`src/rtl/seq_multiplier.sv`:
```
// Multi-cycle shift-add multiplier feeding HI/LO (MULTU; MULT with SIGNED_MULT_EN).
// Ports: clk, rst_n (async, active-low), start, op_a, op_b -> busy, done, hi, lo.
// Each RUN step adds the multiplicand into the upper product half through a
// WIDTH-bit ripple of full_adder cells, then shifts the product right by one
// with the adder carry entering the MSB.
// Optional feature macro: SIGNED_MULT_EN (two's complement operands, FIX state).

module full_adder (
    input  logic a,
    input  logic b,
    input  logic cin,
    output logic sum,
    output logic cout
);
    assign sum  = a ^ b ^ cin;
    assign cout = (a & b) | (cin & (a ^ b));
endmodule

module seq_multiplier #(
    parameter int WIDTH = 32
) (
    input  logic             clk,
    input  logic             rst_n,
    input  logic             start,
    input  logic [WIDTH-1:0] op_a,
    input  logic [WIDTH-1:0] op_b,
    output logic             busy,
    output logic             done,
    output logic [WIDTH-1:0] hi,
    output logic [WIDTH-1:0] lo
);
    localparam int CW = $clog2(WIDTH) + 1;
    localparam logic [CW-1:0] LAST = CW'(WIDTH - 1);

`ifdef SIGNED_MULT_EN
    typedef enum logic [1:0] {IDLE, RUN, DONE, FIX} state_t;
`else
    typedef enum logic [1:0] {IDLE, RUN, DONE} state_t;
`endif

    state_t             state;
    logic [WIDTH-1:0]   mcand;
    logic [2*WIDTH-1:0] prod;
    logic [CW-1:0]      count;

    logic [WIDTH-1:0]   upper;
    logic [WIDTH-1:0]   addend;
    logic [WIDTH-1:0]   sum;
    logic [WIDTH:0]     carry;
    logic [2*WIDTH-1:0] shifted;

    assign upper    = prod[2*WIDTH-1:WIDTH];
    assign addend   = prod[0] ? mcand : '0;
    assign carry[0] = 1'b0;

    for (genvar i = 0; i < WIDTH; i++) begin : g_fa
        full_adder u_fa (
            .a   (upper[i]),
            .b   (addend[i]),
            .cin (carry[i]),
            .sum (sum[i]),
            .cout(carry[i+1])
        );
    end

    // Carry-out is kept: it becomes the new MSB after the shift.
    assign shifted = {carry[WIDTH], sum, prod[WIDTH-1:1]};

`ifdef SIGNED_MULT_EN
    logic               sign;
    logic [2*WIDTH-1:0] fixed;

    // -2^(W-1) maps to the unsigned value 2^(W-1), so no special case.
    function automatic logic [WIDTH-1:0] mag(input logic [WIDTH-1:0] v);
        return v[WIDTH-1] ? (~v + 1'b1) : v;
    endfunction

    assign fixed = sign ? (~prod + 1'b1) : prod;
`endif

    always_ff @(posedge clk or negedge rst_n) begin
        if (!rst_n) begin
            state <= IDLE;
            busy  <= 1'b0;
            done  <= 1'b0;
            hi    <= '0;
            lo    <= '0;
            count <= '0;
            prod  <= '0;
            mcand <= '0;
`ifdef SIGNED_MULT_EN
            sign  <= 1'b0;
`endif
        end else begin
            unique case (state)
                IDLE: begin
                    busy <= 1'b0;
                    done <= 1'b0;
                    if (start) begin
`ifdef SIGNED_MULT_EN
                        mcand <= mag(op_a);
                        prod  <= {{WIDTH{1'b0}}, mag(op_b)};
                        sign  <= op_a[WIDTH-1] ^ op_b[WIDTH-1];
`else
                        mcand <= op_a;
                        prod  <= {{WIDTH{1'b0}}, op_b};
`endif
                        count <= '0;
                        busy  <= 1'b1;
                        state <= RUN;
                    end
                end
                RUN: begin
                    prod  <= shifted;
                    count <= count + 1'b1;
                    if (count == LAST) begin
`ifdef SIGNED_MULT_EN
                        state <= FIX;
`else
                        state <= DONE;
                        done  <= 1'b1;
                        hi    <= shifted[2*WIDTH-1:WIDTH];
                        lo    <= shifted[WIDTH-1:0];
`endif
                    end
                end
`ifdef SIGNED_MULT_EN
                FIX: begin
                    state <= DONE;
                    done  <= 1'b1;
                    hi    <= fixed[2*WIDTH-1:WIDTH];
                    lo    <= fixed[WIDTH-1:0];
                end
`endif
                DONE: begin
                    done  <= 1'b0;
                    busy  <= 1'b0;
                    state <= IDLE;
                end
                default: begin
                    state <= IDLE;
                    busy  <= 1'b0;
                    done  <= 1'b0;
                end
            endcase
        end
    end
endmodule

```
`config.mk`:
```
export PLATFORM = sky130hd
export DESIGN_NAME = seq_multiplier
export DESIGN_NICKNAME = d
export VERILOG_FILES = /design/src/rtl/seq_multiplier.sv
export SDC_FILE = /design/constraint.sdc
export NUM_CORES = 1
export LEC_CHECK = 0
export CELL_PAD_IN_SITES_DETAIL_PLACEMENT = 0
export CELL_PAD_IN_SITES_GLOBAL_PLACEMENT = 1
export CORE_MARGIN = 2
export CORE_UTILIZATION = 46
export CTS_CLUSTER_DIAMETER = 30
export DETAILED_ROUTE_END_ITERATION = 16
export PLACE_DENSITY = 0.86
export REMOVE_ABC_BUFFERS = 1
export SETUP_SLACK_MARGIN = 0.5
export SLEW_MARGIN = 20
export SYNTH_ARGS = -nofsm -noshare
export SYNTH_HDL_FRONTEND = slang
export SYNTH_SLANG_ARGS = --single-unit
export TNS_END_PERCENT = 30
```
`constraint.sdc`:
```
create_clock -name clk -period 38.9 [get_ports clk]
set_clock_uncertainty 0.05 [all_clocks]
set_input_delay 5.835 -clock clk [delete_from_list [all_inputs] [get_ports clk]]
set_output_delay 5.835 -clock clk [all_outputs]
set_load 0.01 [all_outputs]
```
Word level (Yosys, flattened, before mapping) --
Index checks and enable logic that the tools add are counted.
Cells by class: add/subtract/negate cells 1, equality and inequality tests 4, muxes and demuxes 12, bitwise logic cells 157, reductions and logical operators 6
Operators with widths (count):
- $pmux W64 S2 | 1
- $mux W64 | 1
- $and A1 B1 Y1 | 63
- $xor A1 B1 Y1 | 63
- $mux W32 | 1
- $or A1 B1 Y1 | 31
- $pmux W6 S2 | 1
- $reduce_and A2 Y1 | 4
- $add A6 B1 Y6 const B | 1
- $eq A6 B5 Y1 const B | 1
- $mux W6 | 1
- $mux W2 | 2
- $ne A2 B2 Y1 const B | 2
- $pmux W2 S2 | 1
- $mux W1 | 3
- $eq A2 B1 Y1 const B | 1
- $logic_not A2 Y1 | 1
- $pmux W1 S2 | 1
- $reduce_bool A2 Y1 | 1
Storage, ports and cells: register bits 170, input port bits 67

Longest topological paths before layout --
Gate-level depths: netlist of the first run.
depth after elaboration 65, gate-level depth with buffers 37, gate-level depth less buffers 37

By module --
Synthesis of the first run repeated with hierarchy kept, for this count alone.
Second synthesis, totals: cells, all modules 595, area, all modules 7494.7 µm²
Modules (own cells, without submodules):
- seq_multiplier | times used 1, cells an instance 563, area an instance 6854.1 µm², sequential area each 4254.1 µm²
- full_adder | times used 32, cells an instance 1, area an instance 20.0 µm², sequential area each 0.0 µm²

Least setup slack after synthesis of the first run --
No wires, ideal clock.
path kind register to register, start point register prod[0], end point register prod[62], arrival 14.027 ns, data required time 38.720 ns, setup slack 24.693 ns, stages on the path, launching flop included 37, clock period less this slack 14.207 ns, path through dfrtp_1 > clkbuf_1 > nand2_1 > fa_1 > fa_1 > fa_1 > fa_1 > fa_1 > fa_1 > fa_1 > fa_1 > fa_1 > fa_1 > fa_1 > fa_1 > fa_1 > fa_1 > fa_1 > fa_1 > fa_1 > fa_1 > fa_1 > fa_1 > fa_1 > fa_1 > fa_1 > fa_1 > fa_1 > fa_1 > fa_1 > fa_1 > inv_1 > fa_1 > fa_1 > inv_1 > fa_1 > o21ai_0
On the way: word-level cells in the longest chain between the ends 64
Ends and longest elaborated chain:
- start: declaration | RTL line 43 | logic [2*WIDTH-1:0] prod;
- start signal: assignment | RTL line 106 | prod <= {{WIDTH{1'b0}}, op_b};
- start signal: assignment | RTL line 114 | prod <= shifted;
- $mux W32 * | RTL line 53 | assign addend = prod[0] ? mcand : '0;
- $and A1 B1 Y1 or $xor A1 B1 Y1 (tied branches) | RTL line 16 | assign cout = (a & b) | (cin & (a ^ b));
- $and A1 B1 Y1 | RTL line 16
- $or A1 B1 Y1 | RTL line 16
- $and A1 B1 Y1 | RTL line 16
- $or A1 B1 Y1 | RTL line 16
- $and A1 B1 Y1 | RTL line 16
- $or A1 B1 Y1 | RTL line 16
- [... 48 more ...]
- $and A1 B1 Y1 | RTL line 16
- $or A1 B1 Y1 | RTL line 16
- $and A1 B1 Y1 | RTL line 16
- $or A1 B1 Y1 | RTL line 16
- $and A1 B1 Y1 | RTL line 16
- $or A1 B1 Y1 | RTL line 16
- $xor A1 B1 Y1 * | RTL line 15 | assign sum = a ^ b ^ cin;
- $pmux W64 S2 * | RTL line 95 | unique case (state)
Mark *: on every way between the ends. The rest lies on a longest branch, timed or not. A chain may end at the register's enable or synchronous reset.

Worst setup path after layout of the first run --
Ends and elaborated chain as after synthesis.

==> results of run 1 <==
## how the worst max path moves through the flow
stage                              startpoint                    to  slack (ns)  cells past startpoint
final                     prod[0]$_DFFE_PN0P_  prod[62]$_DFFE_PN0P_       24.04                     38
after floorplan           prod[0]$_DFFE_PN0P_    hi[30]$_DFFE_PN0P_       24.12                     37
after global routing      prod[0]$_DFFE_PN0P_  prod[62]$_DFFE_PN0P_       23.40                     38
after global placement    prod[0]$_DFFE_PN0P_  prod[62]$_DFFE_PN0P_       24.06                     38
after detailed placement  prod[0]$_DFFE_PN0P_  prod[62]$_DFFE_PN0P_       23.92                     38
after CTS                 prod[0]$_DFFE_PN0P_  prod[62]$_DFFE_PN0P_       23.88                     38
## per-stage QoR
| stage | setup WS, ns | std cells | utilization (%) |
|---|---|---|---|
| final | 24.04 | 1006 | 60.1 |
| after global routing | 23.40 | 1006 | 60.1 |
| after floorplan | 24.12 | 612 | - |
| after detailed placement | 23.92 | 974 | 56.0 |
| after global placement | 24.06 | 974 | 56.0 |
| after CTS | 23.88 | 1006 | 60.1 |
## placed cells by master (no fill, tap or decap), drive strengths merged, types with 4 or more instances in the layout
cell type / count
o21ai: 67
nor2b: 31
bufinv: 6
clkbuf: 22
clkdlybuf4s50: 131
nand2: 66
a21oi: 32
mux2i: 30
a22oi: 31
inv: 62
mux2: 66
dfrtp: 170
clkinv: 4
fa: 31
buf: 10
## sequential cells by signal, indices dropped and copies added, names as in the netlist
| name | count |
|---|---|
| prod | 64 |
| busy | 1 |
| count | 6 |
| mcand | 32 |
| state | 2 |
| done | 1 |
| hi | 32 |
| lo | 32 |
## worst register-to-register path: cells and delay by family, from the launching register on
| kind | cells | cell delay (ns) |
|---|---|---|
| AOI/OAI and AO/OA | 1 | 0.10 |
| adders and majority gates | 32 | 13.53 |
| buffers and inverters | 4 | 0.51 |
| DFF | 1 | 0.32 |
| and+or+nand+nor | 1 | 0.20 |
## power breakdown
| part | switching, W | internal, W | leakage (nW) |
|---|---|---|---|
| clock | 0.0000691 | 0.000126 | 0.333 |
| combinational | 0.000114 | 0.000145 | 1.88 |
| sequential | 0.0000475 | 0.000251 | 2.05 |
## area by class of cell
cell class | instances | area [sq um] | area share (%)
sequential | 170 | 4250 | 42.5
inverter | 62 | 233 | 2.33
clock buffer | 21 | 470 | 4.70
multi-input combinational | 380 | 3150 | 31.5
clock inverter | 11 | 215 | 2.15
timing repair buffer | 142 | 1400 | 14.0
tap | 220 | 275 | 2.75
## cells by family after synthesis
logic type,after synthesis,share of synthesized area [%]
adder cells (fa/ha/maj),33,8.23
flip-flops,170,54.2
buffers and inverters,101,5.87
AND/OR/NAND/NOR,111,6.79
XOR/XNOR,1,0.112
multiplexers,96,14.5
AO/OA/AOI/OAI,139,10.3
## per-layer routing
metal	vias up	track usage, %	routed length (um)
li1	2423	-	-
met1	2594	28.7	7860
met2	157	29.7	7840
met3	17	4.28	864
met4	0	6.14	218
met5	-	0	0
==> results.sh, run 1 <==
export IMPL_status="completed"
export IMPL_n_fill_cell=1305
export IMPL_crit_type="reg2reg"
export IMPL_hp_class="reg2reg"
export IMPL_diodes=0
export IMPL_tightest_slew_ns=0.923
export IMPL_clk_path_buf_depth=2
export IMPL_drv_slew=0
export IMPL_p_per_area_nw_per_um2=75.2
export IMPL_antenna_found_initial=0
export IMPL_min_from="prod[47]$_DFFE_PN0P_"
export IMPL_period_share_pct=38.2
export IMPL_synth_edf_count=0
export IMPL_path_clk_slew_ns=0.07
export IMPL_placementRows=47
export IMPL_cp_slowest_cell="fa_1"
export IMPL_final_hold_viol_count=0
export IMPL_wirelength_um=16800
export IMPL_postCtsSetupBuffers=0
export IMPL_area_growth_pct=27.4
export IMPL_crit_fanout=33
export IMPL_synthTopCellsByCount="dfrtp_1, o21ai_0, nand2_1"
export IMPL_htreeDepth=4
export IMPL_grt_pass1_wl_um=27900
export IMPL_cts_resized=0
export IMPL_core_area_sq_um=16600
export IMPL_grt_pass1_vias=5339
export IMPL_fin_setup_tns_ns=0
export IMPL_grt_max_degree=111
export IMPL_maxSlewHeadroom_pct=38.3
export IMPL_wl_per_cell_um=16.7
export IMPL_vdd_ir_drop_worst_mv=0.0377
export IMPL_ys_ff_latch=170
export IMPL_reg2reg_setup_slack_ns=24.04
export IMPL_synth_top_area_share_pct=54.2
export IMPL_synth_area_sq_um=7850
export IMPL_r2r_start="prod[0]$_DFFE_PN0P_"
export IMPL_drive_gt1_share_pct=14.5
export IMPL_timing_hold_ws_ns=0.437
export IMPL_dieArea_sq_um=18100
export IMPL_place_area_sq_um=9310
export IMPL_clk_latency_ns=0.42
export IMPL_cts_buffers_inserted=17
export IMPL_p_leak_nw=4.27
export IMPL_cpPeakStageDelay_ns=0.52
export IMPL_synth_warning_count=0
export IMPL_synth_cell_types=36
export IMPL_drc_errors=0
export IMPL_synth_top_cell_by_area="dfrtp_1"
export IMPL_die_h_um=135
export IMPL_grt_setup_unrepaired="no"
export IMPL_crit_family="adder cells"
export IMPL_fin_crit_ns=14.86
export IMPL_drt_iter0_markers=361
export IMPL_ios=133
export IMPL_grtUsageTotal_pct=19.7
export IMPL_clkSinkCount=170
export IMPL_detail_route_antenna_nets=0
export IMPL_initial_core_util_pct=47.2
export IMPL_async_flop_share_pct=100
export IMPL_cp_buffers_inverters=4
export IMPL_synthTopCellsByArea="dfrtp_1, fa_1, mux2_2"
export IMPL_p_total_w=0.000752
export IMPL_route_vias_total=5191
export IMPL_chipWidth_um=135
export IMPL_cp_common_cell="fa_1"
export IMPL_grt_overflow=0
export IMPL_ctsHoldBuffers=0
export IMPL_cp_required_ns=39.12
export IMPL_port_buffers=132
export IMPL_setup_viol=0
export IMPL_critPathCaptureType="flip-flop"
export IMPL_dp_hpwl_um=10700
export IMPL_hold_path_end="prod[47]$_DFFE_PN0P_"
export IMPL_gp_congestion=0.757
export IMPL_ys_seq_area_share_pct=54.2
export IMPL_cts_tree="done"
export IMPL_cp_arrival_ns=15.08
export IMPL_synth_ff_type="dfrtp_1"
export IMPL_clock_root_buffer="clkbuf_16"
export IMPL_fin_nets=873
export IMPL_final_cell_area_sq_um=10000
export IMPL_maxCapViolCount=0
export IMPL_cp_start_kind="flip-flop"
export IMPL_first_pass_iters=4
export IMPL_viasPerCell=5.16
export IMPL_synth_avg_cell_area_sq_um=12.1
export IMPL_rr_worst_depth=38
export IMPL_min_path_cells=2
export IMPL_postSynthCellCount=651
export IMPL_synth_most_common_cell="dfrtp_1"
export IMPL_reg2reg_to="prod[62]$_DFFE_PN0P_"
export IMPL_max_freq_mhz=67.3
Power figures use the tool's default switching activity.
==> inputs of run 2 (changes only) <==
--- a/config.mk
+++ b/config.mk
@@ -8,10 +8,10 @@
 export CELL_PAD_IN_SITES_DETAIL_PLACEMENT = 0
 export CELL_PAD_IN_SITES_GLOBAL_PLACEMENT = 1
 export CORE_MARGIN = 2
-export CORE_UTILIZATION = 46
+export CORE_UTILIZATION = 38
 export CTS_CLUSTER_DIAMETER = 30
 export DETAILED_ROUTE_END_ITERATION = 16
-export PLACE_DENSITY = 0.86
+export PLACE_DENSITY = 0.76
 export REMOVE_ABC_BUFFERS = 1
 export SETUP_SLACK_MARGIN = 0.5
 export SLEW_MARGIN = 20
==> constraint.sdc (replaced) <==
create_clock -name clk -period 12.1 [get_ports clk]
set_clock_uncertainty 0.05 [all_clocks]
set_input_delay 1.815 -clock clk [delete_from_list [all_inputs] [get_ports clk]]
set_output_delay 1.815 -clock clk [all_outputs]
set_load 0.01 [all_outputs]
==> run 2 against run 1 <==
Global-route usage down 2.6 points. Setup slack worse by 24 ns. Total power rose to 3.2 times the previous value. Final cell count is 5.4% higher. Non-clock buffer count is 4 higher. Critical path type unchanged.
==> results.sh, run 2 (synthesis gave the netlist of run 1 again) <==
export IMPL_status="completed"
export IMPL_wl_per_cell_um=16.6
export IMPL_reg2reg_to="hi[30]$_DFFE_PN0P_"
export IMPL_p_per_area_nw_per_um2=236
export IMPL_route_vias_total=5206
export IMPL_grtUsageTotal_pct=17.1
export IMPL_cp_slowest_cell="fa_1"
export IMPL_min_from="prod[48]$_DFFE_PN0P_"
export IMPL_grt_pass1_vias=5606
export IMPL_grt_overflow=0
export IMPL_dieArea_sq_um=21800
export IMPL_die_h_um=148
export IMPL_crit_type="reg2reg"
export IMPL_most_common_layout_cells="dfrtp_1, clkdlybuf4s50_1, nand2_1"
export IMPL_clk_latency_ns=0.42
export IMPL_path_clk_slew_ns=0.06
export IMPL_grt_max_degree=100
export IMPL_viasPerCell=4.91
export IMPL_drc_errors=0
export IMPL_rr_worst_depth=37
export IMPL_tightest_slew_ns=0.937
export IMPL_cp_common_cell="fa_2"
export IMPL_crit_fanout=2
export IMPL_wirelength_um=17600
export IMPL_vdd_ir_drop_worst_mv=0.103
export IMPL_hold_path_end="prod[48]$_DFFE_PN0P_"
export IMPL_drive_gt1_share_pct=18.6
export IMPL_cpPeakStageDelay_ns=0.50
export IMPL_crit_family="adder cells"
export IMPL_regMostFlops="prod"
export IMPL_gp_congestion=0.725
export IMPL_cts_buffers_inserted=17
export IMPL_htreeDepth=4
export IMPL_cp_start_kind="flip-flop"
export IMPL_largest_reg_flops=64
export IMPL_reg2reg_setup_slack_ns=0.37
export IMPL_clkSinkCount=170
export IMPL_r2r_start="mcand[0]$_DFFE_PN0P_"
export IMPL_detail_route_antenna_nets=0
export IMPL_ios=133
export IMPL_dp_hpwl_um=11300
export IMPL_initial_core_util_pct=38.8
export IMPL_cp_required_ns=12.33
export IMPL_hp_class="reg2reg"
export IMPL_timing_hold_ws_ns=0.432
export IMPL_max_freq_mhz=85.2
export IMPL_critPathCaptureType="flip-flop"
export IMPL_fin_nets=877
export IMPL_placementRows=52
export IMPL_port_buffers=132
export IMPL_drt_iter0_markers=234
export IMPL_maxCapViolCount=0
export IMPL_clock_root_buffer="clkbuf_16"
export IMPL_post_route_util_pct=49.9
export IMPL_final_common_cell="dfrtp_1"
export IMPL_first_pass_iters=4
export IMPL_maxSlewHeadroom_pct=37.3
export IMPL_period_share_pct=97.0
export IMPL_clk_path_buf_depth=2
export IMPL_n_fill_cell=1777
export IMPL_antenna_found_initial=0
export IMPL_setup_viol=0
export IMPL_min_path_cells=2
export IMPL_cts_tree="done"
export IMPL_p_leak_nw=4.24
export IMPL_fin_crit_ns=11.73
export IMPL_cp_arrival_ns=11.96
export IMPL_core_area_sq_um=20200
export IMPL_final_hold_viol_count=0
export IMPL_chipWidth_um=148
export IMPL_area_growth_pct=28.6
export IMPL_ctsHoldBuffers=0
export IMPL_drv_slew=0
export IMPL_cp_buffers_inverters=3
export IMPL_grt_pass1_wl_um=29500
export IMPL_grt_setup_unrepaired="yes"
-- run 2: cell types whose count changed in the layout (fill, tap and decap cells not counted), moves of 3 or more --
cell	before	now
buf_4	10	13
clkbuf_1	1	6
clkbuf_8	4	0
fa_1	31	1
fa_2	0	30
inv_1	62	59
inv_2	0	3
-- run 2: layer usage --
metal,share of wire [%],GRT usage (%),vias up,wire [um]
met4,0.92,3.99,0,161
met2,48,28.0,143,8360
met3,4.8,4.04,16,845
li1,-,-,2429,-
met1,47,23.1,2618,8200
met5,0,0,-,0
-- run 2: where the power goes --
group | switching (W) | internal [W]
clock | 0.000216 | 0.000344
combinational | 0.000379 | 0.000486
sequential | 0.000153 | 0.000806
total | 0.000747 | 0.00164
-- run 2: metrics by stage --
step	TNS (ns)	cells	area, sq um	setup slack (ns)	power, W
finish	0	1060	10100	0.369	0.00238
global route	0	1059	10100	0.0814	0.00257
CTS	0	1058	10100	0.340	0.00241
detailed placement	-26.40	1027	9400	-2.60	0.00181
global placement	-23.73	1027	9400	-2.39	0.00178
floorplan	-27.04	612	7620	-2.68	0.00139
-- run 2: area by class of cell --
cell class	count	area [sq um]	share of cell area (%)
multi-input cells	380	3240	32.1
inverters	62	233	2.31
clock buffers	23	448	4.44
repair buffers	146	1430	14.2
flip-flops and latches	170	4250	42.1
clock inverters	8	145	1.44
well taps	270	338	3.35
diodes	1	2.50	0.0248
-- run 2: worst reg2reg max path, delay by kind of cell, from the launching register on --
kind	cells	cell delay (ns)
adder cells (fa/ha/maj)	32	10.84
flip-flops	1	0.35
AND/OR/NAND/NOR	1	0.15
buffers and inverters	3	0.13
multiplexers	1	0.08
-- run 2: worst max-delay path by stage --
| stage | from | to | cells after the start |
|---|---|---|---|
| after global placement | prod[0]$_DFFE_PN0P_ | prod[62]$_DFFE_PN0P_ | 37 |
| after floorplan | prod[0]$_DFFE_PN0P_ | hi[30]$_DFFE_PN0P_ | 37 |
| after CTS | prod[0]$_DFFE_PN0P_ | hi[30]$_DFFE_PN0P_ | 37 |
| final | mcand[0]$_DFFE_PN0P_ | hi[30]$_DFFE_PN0P_ | 37 |
| after detailed placement | prod[0]$_DFFE_PN0P_ | prod[62]$_DFFE_PN0P_ | 37 |
| after global routing | prod[0]$_DFFE_PN0P_ | hi[30]$_DFFE_PN0P_ | 37 |
-- run 2: repair_timing --
| item | 4_1_cts | 5_1_grt |
|---|---|---|
| setup buffers | 0 | 1 |
| pin swaps | 33 | 1 |
| endpoints found under the setup margin | 18 | 8 |
| gates resized for setup | 38 | 1 |
==> inputs of run 3 (changes only) <==
--- a/config.mk
+++ b/config.mk
@@ -14,8 +14,9 @@
 export PLACE_DENSITY = 0.76
 export REMOVE_ABC_BUFFERS = 1
 export SETUP_SLACK_MARGIN = 0.5
-export SLEW_MARGIN = 20
+export SLEW_MARGIN = 15
 export SYNTH_ARGS = -nofsm -noshare
 export SYNTH_HDL_FRONTEND = slang
+export SYNTH_HIERARCHICAL = 1
 export SYNTH_SLANG_ARGS = --single-unit
 export TNS_END_PERCENT = 30
==> run 3 against run 2 <==
The flow now finishes with violations (negative setup slack). Clock-buffer cell count decreased by 3. Hold slack got worse by 0.016 ns. Die area decreased by 4.4%. Total power decreased by 3.7%. Flip-flop and latch count unchanged. Core utilization decreased by 0.19 points. First-iteration DRC count increased by 3.0%. Largest cell class unchanged.
==> results.sh, run 3 <==
export IMPL_status="finished with violations"
export IMPL_violations="negative setup slack"
export IMPL_critPathCaptureType="flip-flop"
export IMPL_synthTopCellsByArea="dfrtp_1, mux2_2, fa_1"
export IMPL_clock_root_buffer="clkbuf_16"
export IMPL_chipWidth_um=144
export IMPL_clkSinkCount=170
export IMPL_cts_tree="done"
export IMPL_synth_area_sq_um=7490
export IMPL_die_h_um=144
export IMPL_placementRows=51
export IMPL_dp_hpwl_um=10700
export IMPL_clk_path_buf_depth=2
export IMPL_cp_common_cell="fa_2"
export IMPL_route_vias_total=4998
export IMPL_drive_gt1_share_pct=19.8
export IMPL_viasPerCell=5.03
export IMPL_postCtsSetupBuffers=0
export IMPL_ios=133
export IMPL_cp_required_ns=12.36
export IMPL_area_growth_pct=28.6
export IMPL_grt_pass1_vias=5317
export IMPL_n_fill_cell=1751
export IMPL_clk_latency_ns=0.42
export IMPL_hp_class="reg2reg"
export IMPL_synth_avg_cell_area_sq_um=12.6
export IMPL_cpPeakStageDelay_ns=0.44
export IMPL_wirelength_um=16900
export IMPL_drc_errors=0
export IMPL_grt_pass1_wl_um=27400
export IMPL_drt_iter0_markers=241
export IMPL_synth_warning_count=6
export IMPL_crit_fanout=2
export IMPL_ys_seq_area_share_pct=56.8
export IMPL_pre_cts_ws_ns=-1.63
export IMPL_initial_core_util_pct=38.6
export IMPL_gp_congestion=0.758
export IMPL_largest_reg_flops=64
export IMPL_p_total_w=0.00230
export IMPL_synth_edf_count=0
export IMPL_setup_viol=4
export IMPL_max_freq_mhz=81.5
export IMPL_core_area_sq_um=19400
export IMPL_fin_nets=816
export IMPL_synth_most_common_cell="dfrtp_1"
export IMPL_path_clk_slew_ns=0.06
export IMPL_async_flop_share_pct=100
export IMPL_wl_per_cell_um=17.0
export IMPL_finalWorstSetupSlack_ns=-0.163
export IMPL_cp_start_kind="flip-flop"
export IMPL_diodes=0
export IMPL_synth_ff_type="dfrtp_1"
export IMPL_most_common_layout_cells="dfrtp_1, nand2_1, clkdlybuf4s50_1"
export IMPL_p_per_area_nw_per_um2=238
export IMPL_grt_setup_unrepaired="yes"
export IMPL_ys_ff_latch=170
export IMPL_grt_overflow=0
export IMPL_synth_top_area_share_pct=56.8
export IMPL_final_cells=993
export IMPL_first_pass_iters=4
export IMPL_postSynthCellCount=595
export IMPL_htreeDepth=4
export IMPL_crit_type="reg2reg"
export IMPL_final_common_cell="dfrtp_1"
export IMPL_period_share_pct=101
export IMPL_cts_buffers_inserted=17
export IMPL_synthTopCellsByCount="dfrtp_1, nand2_1, mux2_2"
export IMPL_regMostFlops="prod"
export IMPL_fin_setup_tns_ns=-0.357
export IMPL_fin_crit_ns=12.26
export IMPL_tightest_slew_ns=0.977
export IMPL_antenna_found_initial=1
export IMPL_detail_route_antenna_nets=0
export IMPL_vdd_ir_drop_worst_mv=0.109
export IMPL_place_inst=962
export IMPL_synth_top_cell_by_area="dfrtp_1"
export IMPL_drv_slew=0
export IMPL_cp_slowest_cell="fa_2"
export IMPL_synth_cell_types=36
export IMPL_grt_max_degree=107
export IMPL_dieArea_sq_um=20900
export IMPL_cp_arrival_ns=12.52
export IMPL_maxSlewHeadroom_pct=34.7
export IMPL_maxCapViolCount=0
export IMPL_final_hold_viol_count=0
export IMPL_grtUsageTotal_pct=16.9
export IMPL_p_leak_nw=4.22
export IMPL_port_buffers=132
export IMPL_ctsHoldBuffers=0
run 3: cell types whose count changed after synthesis, moves of 11 or more:
cell / before / now
nor2b_1: 31 / 2
a21oi_1: 32 / 1
o21ai_0: 67 / 34
mux2_2: 40 / 59
and2_1: 3 / 32
a22o_1: 3 / 33
clkbuf_1: 22 / 11
buf_2: 3 / 16
inv_1: 62 / 1
mux2i_1: 30 / 2
mux2_4: 26 / 5
nand2_1: 66 / 134
run 3: layout make-up:
class / instances / area (sq um) / share of cell area, %
repair buffers: 140 / 1380 / 14.3
inverters: 1 / 3.75 / 0.0389
well taps: 265 / 332 / 3.44
flip-flops and latches: 170 / 4250 / 44.1
clock buffers: 20 / 457 / 4.74
clock inverters: 11 / 123 / 1.27
multi-input cells: 386 / 3090 / 32.1
run 3: cells by family (layout without fill, tap and decap cells):
family	count (synthesis)	in the layout	share of synthesized area [%]
AND/OR/NAND/NOR	181	181	11.0
flip-flops	170	170	56.8
AO/OA/AOI/OAI	104	104	9.82
multiplexers	66	66	10.1
buffers and inverters	39	172	3.42
adder cells (fa/ha/maj)	33	33	8.71
other	1	1	0.0500
XOR/XNOR	1	1	0.117
run 3: repair_timing:
action / in CTS / in global routing
pin swaps: 1 / 2
endpoints found under the setup margin: 14 / 8
gates resized for setup: 33 / 0
run 3: path summary, 6_finish.rpt:
| path | slack (ns) | cells after the start | startpoint | end |
|---|---|---|---|---|
| hold reg to reg | 0.42 | 2 | mcand[12]$_DFFE_PN0P_ | mcand[12]$_DFFE_PN0P_ |
| setup / recovery | -0.16 | 34 | mcand[0]$_DFFE_PN0P_ | hi[30]$_DFFE_PN0P_ |
| max in group asynchronous | 9.08 | 2 | rst_n | mcand[25]$_DFFE_PN0P_ |
| setup reg to reg | -0.16 | 34 | mcand[0]$_DFFE_PN0P_ | hi[30]$_DFFE_PN0P_ |
| hold / removal | 0.42 | 2 | mcand[12]$_DFFE_PN0P_ | mcand[12]$_DFFE_PN0P_ |
| min in group asynchronous | 1.47 | 1 | rst_n | prod[8]$_DFFE_PN0P_ |
run 3: report_power, final:
group	total [W]	switching, W	internal [W]	leakage [nW]
registers	0.000959	0.000157	0.000801	2.08
logic	0.000804	0.000324	0.000481	1.86
clock network	0.000533	0.000219	0.000314	0.286
total	0.00230	0.000700	0.00160	4.22
run 3: critical path: cells and delay by family (launching register included):
family        cells  cell delay (ns)
fa+ha+maj        32            11.31
flops             1             0.37
mux               1             0.27
simple gates      1             0.16
run 3: routing by layer:
layer | wire (um) | GRT usage, % | part of all wire, %
met2 | 7840 | 26.7 | 46
met1 | 7810 | 23.3 | 46
met3 | 1130 | 4.70 | 6.7
met5 | 13 | 0 | 0.077
met4 | 80 | 3.88 | 0.47
run 3: metrics by stage:
stage          hold WS (ns)  cell area, sq um  util, %
3_3_place_gp          0.402              8980     46.3
3_5_place_dp          0.405              8980     46.3
5_1_grt               0.438              9640     49.7
2_1_floorplan         0.388              7240        -
4_1_cts               0.421              9640     49.7
6_report              0.416              9640     49.7
